===== src/rtl/memory_pkg.sv =====
// Shared types and store-lane helpers for the ME stage and its data-memory port.
package memory_pkg;

  localparam int WORD_W = 32;

  typedef enum logic [1:0] {
    MEM_B = 2'd0,
    MEM_H = 2'd1,
    MEM_W = 2'd2
  } mem_size_t;

  typedef enum logic [1:0] {
    IDLE,
    REQ,
    RESP
  } me_state_t;

  // An encoding of 3 is treated as a word access throughout.
  function automatic logic is_aligned(input mem_size_t size, input logic [1:0] off);
    case (size)
      MEM_B:   return 1'b1;
      MEM_H:   return ~off[0];
      default: return (off == 2'b00);
    endcase
  endfunction

  function automatic logic [WORD_W/8-1:0] be_gen(input mem_size_t size, input logic [1:0] off);
    case (size)
      MEM_B:   return 4'b0001 << off;
      MEM_H:   return 4'b0011 << off;
      default: return 4'b1111;
    endcase
  endfunction

  function automatic logic [WORD_W-1:0] replicate(input mem_size_t size, input logic [WORD_W-1:0] d);
    case (size)
      MEM_B:   return {4{d[7:0]}};
      MEM_H:   return {2{d[15:0]}};
      default: return d;
    endcase
  endfunction

endpackage


===== src/rtl/memory_stage_if.sv =====
// Data-memory req/gnt/rvalid bus between the ME stage (master) and memory (slave).
interface memory_stage_if;
  import memory_pkg::*;

  logic                dmem_req_o;
  logic                dmem_we_o;
  logic [WORD_W-1:0]   dmem_addr_o;
  logic [WORD_W/8-1:0] dmem_be_o;
  logic [WORD_W-1:0]   dmem_wdata_o;
  logic                dmem_gnt_i;
  logic                dmem_rvalid_i;
  logic [WORD_W-1:0]   dmem_rdata_i;

  modport master (
    output dmem_req_o, dmem_we_o, dmem_addr_o, dmem_be_o, dmem_wdata_o,
    input  dmem_gnt_i, dmem_rvalid_i, dmem_rdata_i
  );

  modport slave (
    input  dmem_req_o, dmem_we_o, dmem_addr_o, dmem_be_o, dmem_wdata_o,
    output dmem_gnt_i, dmem_rvalid_i, dmem_rdata_i
  );
endinterface


===== src/rtl/memory_stage_load_align.sv =====
// Selects the addressed byte/half of a load word and sign- or zero-extends it.
module load_align
  import memory_pkg::*;
(
  input  logic [WORD_W-1:0] rdata,
  input  logic [1:0]        off,
  input  mem_size_t         size,
  input  logic              is_unsigned,
  output logic [WORD_W-1:0] data
);

  logic [7:0]  byte_v;
  logic [15:0] half_v;

  always_comb begin
    byte_v = rdata[{off, 3'b000} +: 8];
    half_v = rdata[{off[1], 4'b0000} +: 16];
    case (size)
      MEM_B:   data = is_unsigned ? {24'b0, byte_v} : {{24{byte_v[7]}}, byte_v};
      MEM_H:   data = is_unsigned ? {16'b0, half_v} : {{16{half_v[15]}}, half_v};
      default: data = rdata;
    endcase
  end

endmodule


===== src/rtl/memory_stage.sv =====
// ME pipeline stage: issues loads/stores over the dmem bus, stalls upstream while
// an access is in flight, and registers the retiring instruction into ME->WB.
module memory_stage
  import memory_pkg::*;
#(
  parameter int ADDR_W = 5,
  parameter int DATA_W = 32
) (
  input  logic              clk,
  input  logic              rst_n,
  input  logic              valid_i,
  input  logic              rf_we_i,
  input  logic [ADDR_W-1:0] rf_waddr_i,
  input  logic              mem_re_i,
  input  logic              mem_we_i,
  input  logic [1:0]        mem_size_i,
  input  logic              mem_unsigned_i,
  input  logic [DATA_W-1:0] alu_result_i,
  input  logic [DATA_W-1:0] store_data_i,
  output logic              stall_o,
  output logic              misalign_o,
  memory_stage_if.master    dmem,
  output logic              rf_we_o,
  output logic [ADDR_W-1:0] rf_waddr_o,
  output logic              mem2rf_o,
  output logic [DATA_W-1:0] mem_rdata_o,
  output logic [DATA_W-1:0] alu_result_o
);

  me_state_t         state_p0;
  mem_size_t         size;
  logic [1:0]        off;
  logic              aligned, mem_op, access, misalign, retire;
  logic [DATA_W-1:0] ld_data;

  logic              rf_we_p1, mem2rf_p1, misalign_p1;
  logic [ADDR_W-1:0] rf_waddr_p1;
  logic [DATA_W-1:0] mem_rdata_p1, alu_result_p1;

  assign size     = mem_size_t'(mem_size_i);
  assign off      = alu_result_i[1:0];
  assign aligned  = is_aligned(size, off);
  assign mem_op   = valid_i & (mem_re_i | mem_we_i);
  assign access   = mem_op & aligned;
  assign misalign = mem_op & ~aligned;

  // EX holds its inputs while stalled, so the request fields can come straight from them.
  assign dmem.dmem_req_o   = ((state_p0 == IDLE) & access) | (state_p0 == REQ);
  assign dmem.dmem_we_o    = mem_we_i;
  assign dmem.dmem_addr_o  = alu_result_i;
  assign dmem.dmem_be_o    = be_gen(size, off);
  assign dmem.dmem_wdata_o = replicate(size, store_data_i);

  assign stall_o = ((state_p0 == IDLE) & access) | (state_p0 == REQ) |
                   ((state_p0 == RESP) & ~dmem.dmem_rvalid_i);

  // Misaligned memory ops fall into the non-access IDLE path and retire at once.
  assign retire = ((state_p0 == IDLE) & valid_i & ~access) |
                  ((state_p0 == RESP) & dmem.dmem_rvalid_i);

  load_align u_load_align (
    .rdata       (dmem.dmem_rdata_i),
    .off         (off),
    .size        (size),
    .is_unsigned (mem_unsigned_i),
    .data        (ld_data)
  );

  // Stage p0: access FSM
  always_ff @(posedge clk or negedge rst_n) begin
    if (!rst_n) begin
      state_p0 <= IDLE;
    end else begin
      case (state_p0)
        IDLE:    if (access) state_p0 <= dmem.dmem_gnt_i ? RESP : REQ;
        REQ:     if (dmem.dmem_gnt_i) state_p0 <= RESP;
        RESP:    if (dmem.dmem_rvalid_i) state_p0 <= IDLE;
        default: state_p0 <= IDLE;
      endcase
    end
  end

  // Stage p1: ME->WB register
  always_ff @(posedge clk or negedge rst_n) begin
    if (!rst_n) begin
      rf_we_p1      <= 1'b0;
      rf_waddr_p1   <= '0;
      mem2rf_p1     <= 1'b0;
      mem_rdata_p1  <= '0;
      alu_result_p1 <= '0;
      misalign_p1   <= 1'b0;
    end else begin
      rf_we_p1    <= retire & rf_we_i & valid_i & (rf_waddr_i != '0) & ~misalign;
      mem2rf_p1   <= retire & mem_re_i & ~misalign;
      misalign_p1 <= retire & misalign;
      if (retire) begin
        rf_waddr_p1   <= rf_waddr_i;
        mem_rdata_p1  <= ld_data;
        alu_result_p1 <= alu_result_i;
      end
    end
  end

  assign rf_we_o      = rf_we_p1;
  assign rf_waddr_o   = rf_waddr_p1;
  assign mem2rf_o     = mem2rf_p1;
  assign mem_rdata_o  = mem_rdata_p1;
  assign alu_result_o = alu_result_p1;
  assign misalign_o   = misalign_p1;

endmodule


===== src/flat_wrapper.sv =====
// flat-port wrapper written by rule: the top's interface ports become plain ports
module memory_stage_flat import memory_pkg::*;
#(
  parameter int ADDR_W = 5,
  parameter int DATA_W = 32
)
  (clk, rst_n, valid_i, rf_we_i, rf_waddr_i, mem_re_i, mem_we_i, mem_size_i, mem_unsigned_i, alu_result_i, store_data_i, stall_o, misalign_o, rf_we_o, rf_waddr_o, mem2rf_o, mem_rdata_o, alu_result_o, dmem_dmem_req_o, dmem_dmem_we_o, dmem_dmem_addr_o, dmem_dmem_be_o, dmem_dmem_wdata_o, dmem_dmem_gnt_i, dmem_dmem_rvalid_i, dmem_dmem_rdata_i);
  memory_stage_if dmem_i ();
  input  logic clk;
  input  logic rst_n;
  input  logic valid_i;
  input  logic rf_we_i;
  input  logic [ADDR_W-1:0] rf_waddr_i;
  input  logic mem_re_i;
  input  logic mem_we_i;
  input  logic [1:0] mem_size_i;
  input  logic mem_unsigned_i;
  input  logic [DATA_W-1:0] alu_result_i;
  input  logic [DATA_W-1:0] store_data_i;
  output logic stall_o;
  output logic misalign_o;
  output logic rf_we_o;
  output logic [ADDR_W-1:0] rf_waddr_o;
  output logic mem2rf_o;
  output logic [DATA_W-1:0] mem_rdata_o;
  output logic [DATA_W-1:0] alu_result_o;
  output wire logic [$bits(dmem_i.dmem_req_o)-1:0] dmem_dmem_req_o;
  output wire logic [$bits(dmem_i.dmem_we_o)-1:0] dmem_dmem_we_o;
  output wire logic [$bits(dmem_i.dmem_addr_o)-1:0] dmem_dmem_addr_o;
  output wire logic [$bits(dmem_i.dmem_be_o)-1:0] dmem_dmem_be_o;
  output wire logic [$bits(dmem_i.dmem_wdata_o)-1:0] dmem_dmem_wdata_o;
  input wire logic [$bits(dmem_i.dmem_gnt_i)-1:0] dmem_dmem_gnt_i;
  input wire logic [$bits(dmem_i.dmem_rvalid_i)-1:0] dmem_dmem_rvalid_i;
  input wire logic [$bits(dmem_i.dmem_rdata_i)-1:0] dmem_dmem_rdata_i;
  assign dmem_dmem_req_o = dmem_i.dmem_req_o;
  assign dmem_dmem_we_o = dmem_i.dmem_we_o;
  assign dmem_dmem_addr_o = dmem_i.dmem_addr_o;
  assign dmem_dmem_be_o = dmem_i.dmem_be_o;
  assign dmem_dmem_wdata_o = dmem_i.dmem_wdata_o;
  assign dmem_i.dmem_gnt_i = dmem_dmem_gnt_i;
  assign dmem_i.dmem_rvalid_i = dmem_dmem_rvalid_i;
  assign dmem_i.dmem_rdata_i = dmem_dmem_rdata_i;
  memory_stage #(.ADDR_W(ADDR_W), .DATA_W(DATA_W)) u_core (.clk(clk), .rst_n(rst_n), .valid_i(valid_i), .rf_we_i(rf_we_i), .rf_waddr_i(rf_waddr_i), .mem_re_i(mem_re_i), .mem_we_i(mem_we_i), .mem_size_i(mem_size_i), .mem_unsigned_i(mem_unsigned_i), .alu_result_i(alu_result_i), .store_data_i(store_data_i), .stall_o(stall_o), .misalign_o(misalign_o), .dmem(dmem_i), .rf_we_o(rf_we_o), .rf_waddr_o(rf_waddr_o), .mem2rf_o(mem2rf_o), .mem_rdata_o(mem_rdata_o), .alu_result_o(alu_result_o));
endmodule

===== config.mk =====
export PLATFORM = sky130hd
export DESIGN_NAME = memory_stage_flat
export DESIGN_NICKNAME = d
export VERILOG_FILES = /design/src/rtl/memory_pkg.sv /design/src/rtl/memory_stage_if.sv /design/src/rtl/memory_stage_load_align.sv /design/src/rtl/memory_stage.sv /design/src/flat_wrapper.sv
export SDC_FILE = /design/constraint.sdc
export NUM_CORES = 1
export LEC_CHECK = 0
export CAP_MARGIN = 20
export CORE_ASPECT_RATIO = 0.9
export CORE_MARGIN = 2
export CORE_UTILIZATION = 30
export DETAILED_ROUTE_END_ITERATION = 12
export PLACE_DENSITY = 0.67
export SYNTH_ARGS = -nofsm -noshare
export SYNTH_HDL_FRONTEND = slang
export SYNTH_SLANG_ARGS = --single-unit

===== constraint.sdc =====
create_clock -name clk -period 1.94 [get_ports clk]
set_input_delay 0.194 -clock clk [delete_from_list [all_inputs] [get_ports clk]]
set_output_delay 0.194 -clock clk [all_outputs]
set_load 0.01 [all_outputs]

==> After elaboration in Yosys (flattened, before gate mapping) <==
Index checks and enable logic that the tools add are counted.
{ "word_totals": {"output_inout_bits": 143, "regBits": 74, "elab_cells": 57, "in_bits": 112} }
{ "classes": {"n_eq_ne": 6, "shifts": 4, "n_bitwise": 24, "n_reduce_logical": 5, "muxes": 11} }
{ "ops": {"columns": ["operator", "n"], "rows": [
  ["32-bit one-hot mux with 2 select lines", 2],
  ["32-bit 2-to-1 mux", 2],
  ["32-bit by 6-bit indexed part select with 16-bit output", 1],
  ["32-bit by 6-bit indexed part select with 8-bit output", 1],
  ["1-bit bitwise AND", 15],
  ["2-bit 2-to-1 mux", 4],
  ["4-bit one-hot mux with 2 select lines", 1],
  ["2-bit logical NOT", 3],
  ["2-bit one-hot mux with 3 select lines", 1],
  ["1-bit NOT", 5],
  ["5-bit nonzero test", 1],
  ["2-bit by 1-bit equality test with 1-bit output (second input constant)", 2],
  ["2-bit != test (second input constant)", 2],
  ["1-bit OR", 4],
  ["1-bit by 2-bit << shifter with 4-bit output (first input constant)", 1],
  ["2-bit by 2-bit << shifter with 4-bit output (first input constant)", 1],
  ["3-bit AND reduction", 1],
  ["2-bit equality test (second input constant)", 1],
  ["2-bit by 1-bit != test with 1-bit output (second input constant)", 1],
  ["1-bit one-hot mux with 2 select lines", 1]
]} }

==> Depth between registers and ports, before layout <==
{ "depth": {"word_depth": 10, "mapped_depth": 7, "depth_no_buf": 4} }

==> Hierarchy <==
Synthesis repeated with hierarchy kept, for this count alone.
{ "hier_totals": {"hier_cells": 386, "area_unflattened_um2": 4266.6} }
{ "modules_own_cells": {"columns": ["module", "area_per_inst_um2", "cells_each", "instances"], "rows": [
  ["memory_stage", 3552.2, 269, 1],
  ["load_align", 714.4, 117, 1]
]} }

==> Least setup slack after synthesis <==
No wires, ideal clock.
{ "synth_timing": {"kind": "input to register", "startpoint": "input port alu_result_i[1]", "endpoint": "register u_core.mem_rdata_p1[21] (netlist: u_core.mem_rdata_o[21])", "t_required_ps": 1814, "n_path_buf": 2, "setup_slack_ps": 315, "setup_time_ps": 126, "cell_stages": 6, "arrival_time_ps": 1499, "path_cell_list": "buf_6 > mux4_2 > nand3b_4 > o21ai_4 > buf_6 > o32a_1"} }
{ "synth_via": {"elab_chain_len": 6} }
{ "synth_rtl": {"columns": ["element", "line", "source"], "rows": [
  ["start: declaration", "flat_wrapper.sv:18", "input logic [DATA_W-1:0] alu_result_i;"],
  ["branches (longest 6 deep; another with 32-bit by 6-bit indexed part select with 16-bit output)", null, null],
  ["end signal: assignment", "memory_stage.sv:98", "mem_rdata_p1 <= ld_data;"],
  ["end: declaration", "memory_stage.sv:38", "logic [DATA_W-1:0] mem_rdata_p1, alu_result_p1;"]
]} }
Several ways; the timed one is not identified.
A chain may end at the register's enable or synchronous reset.

==> Final worst setup path <==
{ "layout_timing": {"startpoint": "input port mem_re_i", "endpoint": "output port stall_o"} }
{ "layout_via": {"elab_chain_len": 6} }
{ "layout_rtl": {"columns": ["element", "line", "source"], "rows": [
  ["start: declaration", "flat_wrapper.sv:14", "input logic mem_re_i;"],
  ["1-bit OR", "memory_stage.sv:43", "assign mem_op = valid_i & (mem_re_i | mem_we_i);"],
  ["1-bit bitwise AND", "memory_stage.sv:43", null],
  ["1-bit bitwise AND", "memory_stage.sv:44", "assign access = mem_op & aligned;"],
  ["1-bit bitwise AND", "memory_stage.sv:54", "assign stall_o = ((state_p0 == IDLE) & access) | (state_p0 == REQ) |"],
  ["1-bit OR (2 in series)", "memory_stage.sv:54", null],
  ["end: declaration", "flat_wrapper.sv:20", "output logic stall_o;"]
]} }
No other way between the ends.

==> Flow_metrics.wiki <==
{| class="wikitable"
! Metric !! Value
|-
| Worst Path Arrival || 1.69 ns
|-
| Clock tree buffer depth || 2
|-
| Final total power || 0.00651 W
|-
| Highest Clock Rate || 532 MHz
|-
| Number of global-route vias before repair || a little under 4000
|-
| Clock tree skew after final layout || approximately 0.0081 ns
|-
| Remaining routing DRC violations || 0
|-
| Maximum Capacitance Violations || 0
|-
| Synthesized-area fraction occupied by and/or/nand/nor cells || 0.122
|-
| Number of antenna violations at the first check in global routing || 0
|-
| Synth Area per Inst || roughly 11 µm²
|-
| Antenna diode count || 0
|-
| Xor-xnor portion of the synthesized cell area || 0
|-
| Area of the core || around 14000 µm²
|-
| Net count after synthesis || approximately 500
|-
| Slowest stage cell on the critical path || sky130_fd_sc_hd__clkdlybuf4s50_1
|-
| Peak VDD IR || around 0.61 mV
|-
| Clock Latency Late Sink || 0.34 ns
|-
| Routed len/inst || 16.9 µm
|-
| Total die area || approximately 15000 µm²
|-
| Total CTS buffers || 9
|-
| Cell-by-cell trace of the critical path || clkdlybuf4s50_1 -> o21ai_2 -> nand3b_4 -> a21oi_4 -> or2_2 -> dlygate4sd2_1
|-
| Synthesis-to-layout area growth || 71.2%
|-
| Fraction of synthesized area in multiplexers || 0.227
|-
| Placer Congestion || 0.854
|-
| Delay of the slowest critical-path stage || between 0.4 and 0.5 ns
|-
| Data required time at the worst endpoint || about 1.8 ns
|-
| Share of layout cells above drive strength 1 || 0.216
|-
| Final number of max-transition violations || 0
|-
| Portion of the clock cycle consumed by the worst path in the final layout || 0.969
|-
| Adder and majority gate portion of the synthesized area || 0
|-
| Vias per inst || roughly 4.7
|-
| First-pass GRT wire length || between 20 and 25 mm
|-
| Sequential-to-total area share from yosys stat || 0.437
|-
| Top post-synthesis cells by count || 74 x sky130_fd_sc_hd__dfrtp_1, 70 x sky130_fd_sc_hd__mux2_2, 49 x sky130_fd_sc_hd__nand2_1
|-
| Number of warnings printed during yosys synthesis || 0
|-
| Worst-Margin Slew || 0.570 ns
|-
| Static leakage power || approximately 3 nW
|-
| Crit path kind || in2out
|-
| Total routing usage reported by global routing || 0.176
|-
| Kind of capture point of the worst setup path || output pin
|-
| Top Ports || 255
|-
| Initial cell density of the core || 0.305
|-
| Outcome || finished, final reports clean
|-
| Final period demand of the worst path || roughly 1.9 ns
|-
| Dominant combinational cell family by area after synthesis || multiplexers
|-
| Number of clock sinks || 74
|-
| Final std cell area, no fill || slightly above 7000 µm²
|-
| Most common cell in the synthesized netlist || sky130_fd_sc_hd__dfrtp_1
|-
| H-Tree Depth || 3
|-
| Crit Path Max Fanout || 4
|-
| Count of final hold-check violations || 0
|-
| Share of the synthesized area in the top cell type || 0.437
|-
| Most instantiated flip-flop cell in the synthesis netlist || sky130_fd_sc_hd__dfrtp_1
|-
| Width of the die || about 130 µm
|-
| Worst slew margin || 0.619
|-
| Kind of start point of the critical path || input port
|-
| Cell types occupying the most area after synthesis || sky130_fd_sc_hd__dfrtp_1 44%, sky130_fd_sc_hd__mux2_2 19%, sky130_fd_sc_hd__buf_4 7.6%, sky130_fd_sc_hd__nand2_1 4.3%, sky130_fd_sc_hd__o32a_1 3.8%
|-
| #FFs+latches synth || 74
|-
| Count of buffers inserted at the top-level ports || about 250
|-
| End-of-flow core utilization || 0.522
|-
| TritonCTS clock tree || built
|-
| Worst min-delay path class || in2async
|-
| Final ANT Viol Nets || 0
|-
| Placed cell area || 6880 µm²
|-
| Total Routed Length || approximately 14 mm
|-
| Worst slack on hold paths || 0.405 ns
|-
| HPWL reported at the end of detailed placement || between 10 and 15 mm
|-
| Routed via count || slightly below 4000
|-
| Synthesized cell area || 4240 µm²
|-
| Post-synth ARST share || 1.00
|-
| Number of instances in the synthesized netlist || around 380
|-
| Initial DRC Count || approximately 120
|-
| Final setup violation count || 0
|-
| Pin count of the biggest net entering global routing || 75
|-
| Final setup TNS || 0 ns
|-
| Die height || 117 µm
|-
| Synth area leader || sky130_fd_sc_hd__dfrtp_1
|-
| Cell Rows || slightly above 40
|-
| Post-synth EDFFs || 0
|-
| Distinct cells, synth || 38
|-
| Total power density per cell area || 897 nW/µm²
|-
| Worst-path clk slew || roughly 0.060 ns
|-
| Share of the synthesized area in compound gates (AO/OA/AOI/OAI) || 0.106
|-
| Net count reported at finish || 728
|-
| Residual overflow from global routing || 0
|-
| Cell chosen for the clock root || sky130_fd_sc_hd__clkbuf_16
|-
| Number of detailed-route iterations in the first pass || 4
|}
[where the power goes]
part	leakage, nW	internal (W)	switching [W]
combinational	2.06	0.00167	0.00103
clock	0.132	0.000939	0.000645
sequential	0.875	0.00199	0.000245
total	3.07	0.00459	0.00192
[kinds of logic (layout without fill, tap and decap cells)]
family / count (synthesis) / after routing
compound gates: 56 / 57
buf+inv: 68 / 305
flops: 74 / 74
mux: 86 / 86
simple gates: 99 / 99
[path summary, 6_finish.rpt]
path                                         from                       to  slack [ns]  depth (start not counted)
setup / recovery                         mem_re_i                  stall_o        0.06                          6
hold / removal                              rst_n  u_core.alu_result_o[26]        0.40                          3
setup reg to reg               u_core.state_p0[1]   u_core.alu_result_o[7]        0.27                          4
hold reg to reg            u_core.mem_rdata_o[19]   u_core.mem_rdata_o[19]        0.49                          1
max in group asynchronous                   rst_n  u_core.alu_result_o[25]        1.21                          3
min in group clk                  dmem_dmem_gnt_i       u_core.state_p0[0]        0.43                          2
[registers in the layout (all words and copies together) (netlist names)]
signal,cells
u_core.rf_we_o,1
u_core.rf_waddr_o,5
u_core.misalign_o,1
u_core.mem_rdata_o,32
u_core.mem2rf_o,1
u_core.state_p0,2
u_core.alu_result_o,32
[critical path: cells and delay by family]
kind / cells / cell delay [ns]
buffers and inverters: 2 / 0.73
AND/OR/NAND/NOR: 2 / 0.49
AO/OA/AOI/OAI: 2 / 0.26
[cell usage in the layout, fill, tap and decap left out, types with 8 or more instances in the layout]
cell / n
sky130_fd_sc_hd__nor2b_1: 11
sky130_fd_sc_hd__nand3_1: 8
sky130_fd_sc_hd__mux2_2: 70
sky130_fd_sc_hd__o32a_1: 16
sky130_fd_sc_hd__a221o_1: 8
sky130_fd_sc_hd__mux2i_1: 15
sky130_fd_sc_hd__clkdlybuf4s50_1: 244
sky130_fd_sc_hd__o21ai_0: 17
sky130_fd_sc_hd__clkbuf_16: 10
sky130_fd_sc_hd__nand2_1: 48
sky130_fd_sc_hd__nor2_1: 9
sky130_fd_sc_hd__dfrtp_1: 74
sky130_fd_sc_hd__buf_4: 23
[per-stage QoR]
step | setup WS, ns | cells
after floorplan | 0.315 | 383
after global placement | -0.271 | 793
after detailed placement | -0.339 | 793
after CTS | 0.00203 | 810
after global routing | -0.00419 | 814
final | 0.0609 | 814
[cell type report]
cell class,instances,area (µm²)
multi-input combinational,242,1980
tap,193,241
timing repair buffer,287,2900
clock buffer,13,260
fill,1269,6640
inverter,2,7.51
sequential,74,1850
clock inverter,3,23.8
[routing by layer]
| layer | GRT usage | part of all wire |
|---|---|---|
| met3 | 0.0532 | 0.077 |
| met5 | 0 | 0 |
| met4 | 0.0522 | 0.016 |
| met1 | 0.216 | 0.40 |
| met2 | 0.302 | 0.51 |
[timing repair]
item	in CTS	in global routing
resized for setup	14	4
hold endpoints to repair	74	0
hold buffers	1	0
setup endpoints to repair	23	17
cloned	0	2
setup buffers	0	2
pin swaps	1	2
Power figures use the tool's default switching activity.
